[src/rtl/cpu_pkg.sv]
// cpu_pkg: shared enums and command-field layout for cpu_top_param.
package cpu_pkg;
   typedef enum logic [1:0] {
      MODE_ALU   = 2'd0,
      MODE_STORE = 2'd1,
      MODE_LOAD  = 2'd2,
      MODE_NOP   = 2'd3
   } mode_e;
   typedef enum logic [3:0] {
      OP_ADD  = 4'd0,
      OP_SUB  = 4'd1,
      OP_MUL  = 4'd2,
      OP_AND  = 4'd3,
      OP_OR   = 4'd4,
      OP_XOR  = 4'd5,
      OP_NOT  = 4'd6,
      OP_SHL  = 4'd7,
      OP_SHR  = 4'd8,
      OP_PASS = 4'd9
   } opcode_e;
   typedef enum logic [2:0] {S_IDLE, S_OPS, S_MRD, S_EXEC, S_DONE} state_e;
   // cmd = {mode[1:0], opcode[3:0], sel_a, sel_b}; sel_b sits at bit 0
   function automatic int sel_a_lsb(input int sel_w);
      return sel_w;
   endfunction
   function automatic int op_lsb(input int sel_w);
      return 2 * sel_w;
   endfunction
   function automatic int mode_lsb(input int sel_w);
      return 2 * sel_w + 4;
   endfunction
endpackage

[src/rtl/cpu_mem_sp.sv]
// cpu_mem_sp: single-port synchronous RAM with registered read data.
module cpu_mem_sp #(
   parameter int DEPTH = 256,
   parameter int DW = 16,
   localparam int AW = (DEPTH > 1) ? $clog2(DEPTH) : 1
) (
   input  logic          clk,
   input  logic          we_i,
   input  logic [AW-1:0] addr_i,
   input  logic [DW-1:0] wdata_i,
   output logic [DW-1:0] rdata_o
);
   logic [DW-1:0] mem_q [DEPTH];
   always_ff @(posedge clk) begin
      if (we_i) mem_q[addr_i] <= wdata_i;
      rdata_o <= mem_q[addr_i];
   end
endmodule

[src/rtl/cpu_top_param.sv]
// cpu_top_param: single-issue CPU top with generic ALU, accumulator and data memory.
module cpu_top_param
   import cpu_pkg::*;
#(
   parameter int WIDTH = 8,
   parameter int N_IN = 4,
   parameter int MEM_DEPTH = 256,
   localparam int ADDR_W = (MEM_DEPTH > 1) ? $clog2(MEM_DEPTH) : 1,
   localparam int SEL_W = $clog2(N_IN + 1),
   localparam int CMD_W = 6 + 2 * SEL_W
) (
   input  logic                  clk,
   input  logic                  reset,
   input  logic [CMD_W-1:0]      cmd_in,
   input  logic [ADDR_W-1:0]     cmd_addr,
   input  logic                  cmd_valid,
   output logic                  cpu_rdy,
   input  logic [N_IN*WIDTH-1:0] din,
   output logic [2*WIDTH-1:0]    out_reg3,
   output logic                  zero,
   output logic                  error,
   output logic                  done
);
   localparam int DW = 2 * WIDTH;
   localparam int SH_W = $clog2(DW);
   localparam int MODE_L = mode_lsb(SEL_W);
   localparam int OP_L = op_lsb(SEL_W);
   localparam int SA_L = sel_a_lsb(SEL_W);
   localparam logic [ADDR_W:0] DEPTH_C = (ADDR_W + 1)'(MEM_DEPTH);

   state_e state_q, state_d;
   logic [CMD_W-1:0] cmd_q, cmd_d;
   logic [ADDR_W-1:0] addr_q, addr_d;
   logic [WIDTH-1:0] a_q, a_d, b_q, b_d, a_sel, b_sel;
   logic [DW-1:0] acc_q, acc_d, alu_r, rdata, a_x, b_x;
   logic zero_q, zero_d, err_q, err_d, mem_we;
   mode_e mode, mode_in;
   logic [3:0] op;
   logic [SEL_W-1:0] sel_a, sel_b;
   logic sel_bad, op_bad, addr_bad;

   assign mode = mode_e'(cmd_q[MODE_L +: 2]);
   assign mode_in = mode_e'(cmd_in[MODE_L +: 2]);
   assign op = cmd_q[OP_L +: 4];
   assign sel_a = cmd_q[SA_L +: SEL_W];
   assign sel_b = cmd_q[SEL_W-1:0];
   assign sel_bad = (sel_a > SEL_W'(N_IN)) || (sel_b > SEL_W'(N_IN));
   assign op_bad = op > OP_PASS;
   assign addr_bad = {1'b0, addr_q} >= DEPTH_C;

   cpu_mem_sp #(.DEPTH(MEM_DEPTH), .DW(DW)) u_mem (
      .clk     (clk),
      .we_i    (mem_we),
      .addr_i  (addr_q),
      .wdata_i (acc_q),
      .rdata_o (rdata)
   );

   // sel == N_IN (or any unmatched value) falls through to the accumulator low half
   always_comb begin
      a_sel = acc_q[WIDTH-1:0];
      b_sel = acc_q[WIDTH-1:0];
      for (int k = 0; k < N_IN; k++) begin
         if (sel_a == SEL_W'(k)) a_sel = din[k*WIDTH +: WIDTH];
         if (sel_b == SEL_W'(k)) b_sel = din[k*WIDTH +: WIDTH];
      end
   end

   always_comb begin
      a_x = {{WIDTH{1'b0}}, a_q};
      b_x = {{WIDTH{1'b0}}, b_q};
      case (op)
         OP_ADD:  alu_r = a_x + b_x;
         OP_SUB:  alu_r = a_x - b_x;
         OP_MUL:  alu_r = a_x * b_x;
         OP_AND:  alu_r = a_x & b_x;
         OP_OR:   alu_r = a_x | b_x;
         OP_XOR:  alu_r = a_x ^ b_x;
         OP_NOT:  alu_r = {{WIDTH{1'b0}}, ~a_q};
         OP_SHL:  alu_r = a_x << b_q[SH_W-1:0];
         OP_SHR:  alu_r = a_x >> b_q[SH_W-1:0];
         default: alu_r = a_x;
      endcase
   end

   always_comb begin
      state_d = state_q;
      cmd_d = cmd_q;
      addr_d = addr_q;
      a_d = a_q;
      b_d = b_q;
      acc_d = acc_q;
      zero_d = zero_q;
      err_d = err_q;
      mem_we = 1'b0;
      case (state_q)
         S_IDLE: if (cmd_valid) begin
            cmd_d = cmd_in;
            addr_d = cmd_addr;
            state_d = (mode_in == MODE_ALU) ? S_OPS :
                      (mode_in == MODE_LOAD) ? S_MRD :
                      (mode_in == MODE_STORE) ? S_EXEC : S_DONE;
         end
         S_OPS: begin
            a_d = a_sel;
            b_d = b_sel;
            state_d = S_EXEC;
         end
         S_MRD: state_d = S_EXEC;
         S_EXEC: begin
            state_d = S_DONE;
            if (mode == MODE_ALU) begin
               if (op_bad || sel_bad) err_d = 1'b1;
               else begin
                  acc_d = alu_r;
                  zero_d = alu_r == '0;
                  err_d = 1'b0;
               end
            end else if (addr_bad) err_d = 1'b1;
            else if (mode == MODE_LOAD) begin
               acc_d = rdata;
               zero_d = rdata == '0;
               err_d = 1'b0;
            end else mem_we = !reset;
         end
         S_DONE: state_d = S_IDLE;
         default: state_d = S_IDLE;
      endcase
   end

   always_ff @(posedge clk) begin
      if (reset) begin
         state_q <= S_IDLE;
         acc_q <= '0;
         zero_q <= 1'b0;
         err_q <= 1'b0;
      end else begin
         state_q <= state_d;
         acc_q <= acc_d;
         zero_q <= zero_d;
         err_q <= err_d;
      end
      cmd_q <= cmd_d;
      addr_q <= addr_d;
      a_q <= a_d;
      b_q <= b_d;
   end

   assign cpu_rdy = state_q == S_IDLE;
   assign done = state_q == S_DONE;
   assign out_reg3 = acc_q;
   assign zero = zero_q;
   assign error = err_q;
endmodule

[config.mk]
export PLATFORM = sky130hd
export DESIGN_NAME = cpu_top_param
export DESIGN_NICKNAME = d
export VERILOG_FILES = /design/src/rtl/cpu_pkg.sv /design/src/rtl/cpu_mem_sp.sv /design/src/rtl/cpu_top_param.sv
export SDC_FILE = /design/constraint.sdc
export NUM_CORES = 2
export LEC_CHECK = 0
export BUFFER_PORTS_ARGS = -buffer_cell sky130_fd_sc_hd__buf_4
export CAP_MARGIN = 40
export CORE_ASPECT_RATIO = 1.25
export CORE_MARGIN = 10
export CORE_UTILIZATION = 30
export CTS_CLUSTER_SIZE = 14
export DETAILED_ROUTE_END_ITERATION = 10
export MAX_ROUTING_LAYER = met4
export SETUP_SLACK_MARGIN = 0.3
export SYNTH_ARGS = -nofsm -noshare
export SYNTH_HDL_FRONTEND = slang
export SYNTH_SLANG_ARGS = --single-unit
[constraint.sdc]
create_clock -name clk -period 4.6 [get_ports clk]
set_clock_uncertainty 0.1 [all_clocks]
set_input_delay 0.46 -clock clk [delete_from_list [all_inputs] [get_ports clk]]
set_output_delay 0.46 -clock clk [all_outputs]
set_load 0.01 [all_outputs]
Yosys cells after proc, flatten, opt, wreduce, memory -nomap -nowiden
Memory sizes are Yosys's and may differ from the RTL's. A register that Yosys moved wholly into a read port is not among the register bits.
Index checks and enable logic that the tools add are counted.
{"block": "totals", "wordCells": 88, "mem_count": 1, "latch_bits": 0, "in_bits": 55, "reg_bits": 57, "romBits": 0, "ramBits": 4096}
{"block": "classes", "muxes": 28, "reduce_logical": 16, "mul": 1, "n_addsub": 2, "n_shift": 2, "order_cmp": 3, "bitwise_logic": 4, "n_eq_ne": 23, "n_div": 0}
{"name": "u_mem.mem_q", "words": 256, "word_bits": 16, "read_ports": 1, "rd_clocked_by_memory_dff": 1, "wr": 1, "line_no": "cpu_mem_sp.sv:13", "source": "logic [DW-1:0] mem_q [DEPTH];"}
{"operator": "$pmux 16 s9", "n": 1}
{"operator": "$mux 8", "n": 8}
{"operator": "$mux 16", "n": 3}
{"operator": "$logic_not 16->1", "n": 2}
{"operator": "$eq 3x2->1 const B", "n": 6}
{"operator": "$eq 4x3->1 const B", "n": 4}
{"operator": "$mul 8x8->16", "n": 1}
{"operator": "$shl 8x4->16", "n": 1}
{"operator": "$shr 8x4->16", "n": 1}
{"operator": "$mux 3", "n": 4}
{"operator": "$mux 1", "n": 11}
{"operator": "$add 8x8->9", "n": 1}
{"operator": "$eq 3x1->1 const B", "n": 3}
{"operator": "$logic_not 3->1", "n": 3}
{"operator": "$pmux 3 s3", "n": 1}
{"operator": "$sub 8x8->9", "n": 1}
{"operator": "$and 8x8->8", "n": 1}
{"operator": "$eq 4x2->1 const B", "n": 2}
{"operator": "$not 8->8", "n": 1}
{"operator": "$or 8x8->8", "n": 1}
{"operator": "$xor 8x8->8", "n": 1}
{"operator": "$gt 3x3->1 const B", "n": 2}
{"operator": "$eq 2x2->1 const B", "n": 2}
{"operator": "$eq 4x1->1 const B", "n": 1}
{"operator": "other kinds (13)", "n": 17}

Depth between registers and ports, before layout
{"block": "logic_depth", "word_depth": 6, "depth_mapped": 20, "depth_no_buf": 20}

Cells and area by module
From an unflattened synthesis, not the netlist that was laid out.
{"block": "hier_totals", "hier_cells": 7518, "hier_area_um2": 162414.5}
{"module": "cpu_mem_sp", "cells_each": 6727, "n_inst": 1, "area_each_um2": 155399.0}
{"module": "cpu_top_param", "cells_each": 791, "n_inst": 1, "area_each_um2": 7015.5}

Worst setup path after synthesis
OpenSTA, ideal clock, no wires.
{"block": "synth_timing", "kind": "register -> register", "startpoint": "register b_q[2]", "endpoint": "register zero_q (netlist: zero)", "arrival_time_ps": 4838, "setup_slack_ps": -439, "stages_incl_launch_ff": 20, "period_less_slack_ps": 5039, "setup_time_ps": 101, "cell_sequence": "edfxtp_1 -> clkbuf_1 -> clkbuf_1 -> nand2_1 -> fa_1 -> fa_1 -> inv_1 -> fa_1 -> inv_1 -> fa_1 -> inv_1 -> ha_1 -> inv_1 -> o22ai_1 -> o41ai_1 -> o21ai_0 -> and3b_1 -> o21ai_0 -> nand2_1 -> o41ai_1"}
{"block": "synth_between", "elab_chain_cells": 5}
{"item": "start: declaration", "line_no": "cpu_top_param.sv:34", "source": "logic [WIDTH-1:0] a_q, a_d, b_q, b_d, a_sel, b_sel;"}
{"item": "start signal: assignment", "line_no": "cpu_top_param.sv:146", "source": "b_q <= b_d;"}
{"item": "$mul 8x8->16 (tied with other cells)", "line_no": "cpu_top_param.sv:75", "source": "OP_MUL: alu_r = a_x * b_x;"}
{"item": "$pmux 16 s9 (*)", "line_no": "cpu_top_param.sv:72", "source": "case (op)"}
{"item": "$logic_not 16->1 (*)", "line_no": "cpu_top_param.sv:116", "source": "zero_d = alu_r == '0;"}
{"item": "$mux 1 (*)", "line_no": "cpu_top_param.sv:113", "source": "if (op_bad || sel_bad) err_d = 1'b1;"}
{"item": "$mux 1 (*)", "line_no": "cpu_top_param.sv:112", "source": "if (mode == MODE_ALU) begin"}
{"item": "end signal: assignment", "line_no": "cpu_top_param.sv:140", "source": "zero_q <= zero_d;"}
{"item": "end: declaration", "line_no": "cpu_top_param.sv:36", "source": "logic zero_q, zero_d, err_q, err_d, mem_we;"}
Mark *: on every way between the ends. The rest lies on a longest branch, timed or not. The select of a mux whose other input is x is not followed.
A chain may end at the register's enable or synchronous reset.

Worst setup path in the final report
{"block": "layout_timing", "startpoint": "register b_q[3]", "endpoint": "register acc_q[10] (netlist: out_reg3[10])"}
{"block": "layout_between", "elab_chain_cells": 4}
{"item": "$mul 8x8->16 (tied with other cells)", "line_no": "cpu_top_param.sv:75"}
{"item": "$pmux 16 s9 (*)", "line_no": "cpu_top_param.sv:72"}
{"item": "$mux 16 (*)", "line_no": "cpu_top_param.sv:113"}
{"item": "$mux 16 (*)", "line_no": "cpu_top_param.sv:112"}
{"item": "end signal: assignment", "line_no": "cpu_top_param.sv:134", "source": "acc_q <= '0;"}
{"item": "end signal: assignment", "line_no": "cpu_top_param.sv:139", "source": "acc_q <= acc_d;"}
{"item": "end: declaration", "line_no": "cpu_top_param.sv:35", "source": "logic [DW-1:0] acc_q, acc_d, alu_r, rdata, a_x, b_x;"}
Marked as above.

==> reports/results.txt <==
NumNets Final: 8036
Area growth syn-to-layout: 16.5%
CP Launch Type: register
Starting Density: 0.301
GRT Total Usage: 0.159
die area: 0.576 mm²
clock slew at reported path FFs: 0.06 ns
Avg Inst Size Synth: 23.1 µm²
final std cells w/o fill: 15339
grt ovf: 0
Vias: 78731
worst slew pin tran: 1.09 ns
run status: finished with violations
first-pass GRT wire length: 642 mm
max cap viols: 0
vias in the first global route: 82219
CP arrival: 5.71 ns
Detailed Route WL: 456 mm
vias per std cell: 5.13
num rows: 303
layout cells sized above 1: 0.363
# setup viols final: 10
final slew viol count: 0
leakage power: 0.0599 µW
design area: 0.191 mm²
critical path required time: 5.35 ns
PortBufs: 74
Detailed Place HPWL: 283 mm
Crit Path Class: reg2reg
clk_lat worst skew: 0.96 ns
core area: 0.544 mm²
Peak Freq: 202 MHz
post-synthesis net count: 7229
number of synthesized register bits: 4169
worst-path maximum fanout: 3
failing checks: design-rule violations, negative setup slack
CP Capture Type: register
FFs w/ async S/R, synth: 0
CTS max path bufs: 4
synth unique cells: 74
Root Buffer: clkbuf_16
Worst slew margin: 0.276
Routed wire per std cell: 29.7 µm
ys flop type: edfxtp_1
Mapped Area: 0.164 mm²
initial drt markers: 8659
number of remaining DRC errors: 2
initial antenna violation count: 13
power per cell area: 426 mW/mm²
worst hold path type: in2reg
period utilisation layout: 1.08
gpl congestion: 0.865
RSZ-0062 raised after global routing: yes
Antenna Violating Nets Remaining: 0
synth warn: 0
worst vdd ir: 0.344 mV
number of synthesized flops with an enable pin: 4132
most common cell after layout, fill and taps aside: edfxtp_1
dpl cells: 14586
total clock buffers created by CTS: 384
most frequent cells in the layout: edfxtp_1, mux4_2, buf_4
largest net degree at the start of global routing: 209
DP Area: 0.178 mm²
Seq/Total Area, Yosys: 0.762
fin crit period: 4.96 ns
DR pass1 iterations: 9
Setup Slack @ Placement: -0.382 ns
TNS Setup: -2.45 ns
CTS tree: yes
I/O pins: 75
Final Hold Fails: 0
cell count after synthesis: 7072
die outline height: 846 µm
htree depth: 5
Clock Sinks: 4169
Die Width: 681 µm
setup ws final: -0.360 ns
cell type report:
cell class	instances	area [µm²]
sequential	4169	125000
inverter	86	342
timing repair buffer	808	7180
multi-input combinational	2430	37800
fill	49744	354000
antenna	11	27.5
clock buffer	484	10200
clock inverter	184	1390
tap	7167	8970
layer usage:
metal / share of wire / global-route usage / wire (µm)
met4: 0.053 / 0.0715 / 24200
met2: 0.52 / 0.275 / 239000
met5: 0 / - / 0
met1: 0.36 / 0.182 / 165000
met3: 0.061 / 0.0231 / 27900
worst max-delay path, cell delays in order (launching register included):
cell and delay, ns:
edfxtp_1 0.42, buf_4 0.14, buf_4 0.11, ha_4 0.13, inv_1 0.05, fa_2 0.35, fa_1 0.51, inv_1 0.06
fa_1 0.54, inv_1 0.06, fa_1 0.51, inv_2 0.05, ha_4 0.23, inv_2 0.10, o22ai_4 0.10, o41ai_4 0.40
xor2_1 0.13, o21ai_1 0.18, buf_4 0.14, nor2_1 0.04, or3_4 0.37, a21oi_2 0.15
path summary, 6_finish.rpt:
path | startpoint | end | depth (start not counted) | slack [ns]
min reg2reg | error | error | 2 | 0.40
max | b_q[3] | out_reg3[10] | 21 | -0.36
min | din[29] | b_q[5] | 3 | 0.06
max reg2reg | b_q[3] | out_reg3[10] | 21 | -0.36
kinds of logic (layout without fill, tap and decap cells):
| kind of cell | Yosys count | in the layout | synth area share |
|---|---|---|---|
| DFF | 4169 | 4169 | 0.762 |
| and+or+nand+nor | 671 | 671 | 0.0176 |
| AOI/OAI and AO/OA | 273 | 273 | 0.0115 |
| adders and majority gates | 102 | 102 | 0.00954 |
| buffers and inverters | 473 | 1562 | 0.0132 |
| xor gates and xnor gates | 13 | 13 | 0.000695 |
| other | 0 | 11 | 0 |
| muxes | 1371 | 1371 | 0.185 |
power by group:
group | switching (µW) | internal (µW)
combinational | 5140 | 4170
sequential | 267 | 41500
clock | 13700 | 16500
through the flow:
stage,total power (µW),hold slack (ns),util
finish,81300,0.0587,0.350
global placement,51400,0.399,0.327
detailed placement,51400,0.384,0.327
global route,83800,0.0453,0.350
floorplan,47800,0.351,-
CTS,81700,0.00246,0.350
flip-flops by register name, indices dropped and copies added (netlist names):
name	count
u_mem.mem_q	4096
addr_q	8
zero	1
error	1
u_mem.rdata_o	16
out_reg3	16
state_q	3
b_q	8
a_q	8
cmd_q	12
cell usage after synthesis, types with 5 or more instances:
| library cell | count | area share |
|---|---|---|
| dfxtp_1 | 37 | 0.0045 |
| o211ai_1 | 12 | 0.00055 |
| nand4_1 | 16 | 0.00061 |
| and2_1 | 6 | 0.00023 |
| nor2_1 | 382 | 0.0088 |
| mux2i_1 | 21 | 0.0013 |
| nor3_1 | 16 | 0.00049 |
| buf_2 | 103 | 0.0031 |
| a22o_1 | 5 | 0.00027 |
| o21ai_0 | 42 | 0.0013 |
| clkbuf_1 | 195 | 0.0045 |
| nand2_1 | 135 | 0.0031 |
| xor2_1 | 5 | 0.00027 |
| a21oi_1 | 61 | 0.0019 |
| a211oi_1 | 16 | 0.00073 |
| a221oi_1 | 8 | 0.00043 |
| xnor2_1 | 8 | 0.00043 |
| buf_6 | 19 | 0.0013 |
| nor3b_1 | 5 | 0.00023 |
| a32oi_1 | 13 | 0.00070 |
| mux4_2 | 1320 | 0.18 |
| fa_1 | 38 | 0.0046 |
| inv_1 | 82 | 0.0019 |
| a221o_1 | 7 | 0.00043 |
| a22oi_1 | 38 | 0.0017 |
| mux2_2 | 30 | 0.0021 |
| nor2b_1 | 15 | 0.00057 |
| buf_1 | 38 | 0.00087 |
| nand3_1 | 43 | 0.0013 |
| a31oi_1 | 11 | 0.00042 |
| a311oi_1 | 5 | 0.00027 |
| ha_1 | 64 | 0.0049 |
| or2_2 | 6 | 0.00023 |
| buf_4 | 32 | 0.0015 |
| edfxtp_1 | 4132 | 0.76 |
| nor4_1 | 7 | 0.00027 |
| o22ai_1 | 13 | 0.00050 |
| nand2b_1 | 12 | 0.00046 |
timing repair:
action | CTS | global route
endpoints found under the hold margin | 54 | 0
resized for setup | 46 | 35
gates cloned | 0 | 0
setup endpoints to repair | 13 | 13
buffers inserted | 11 | 13
pin swaps | 27 | 26
hold buffers | 49 | 0
Power figures use the tool's default switching activity.
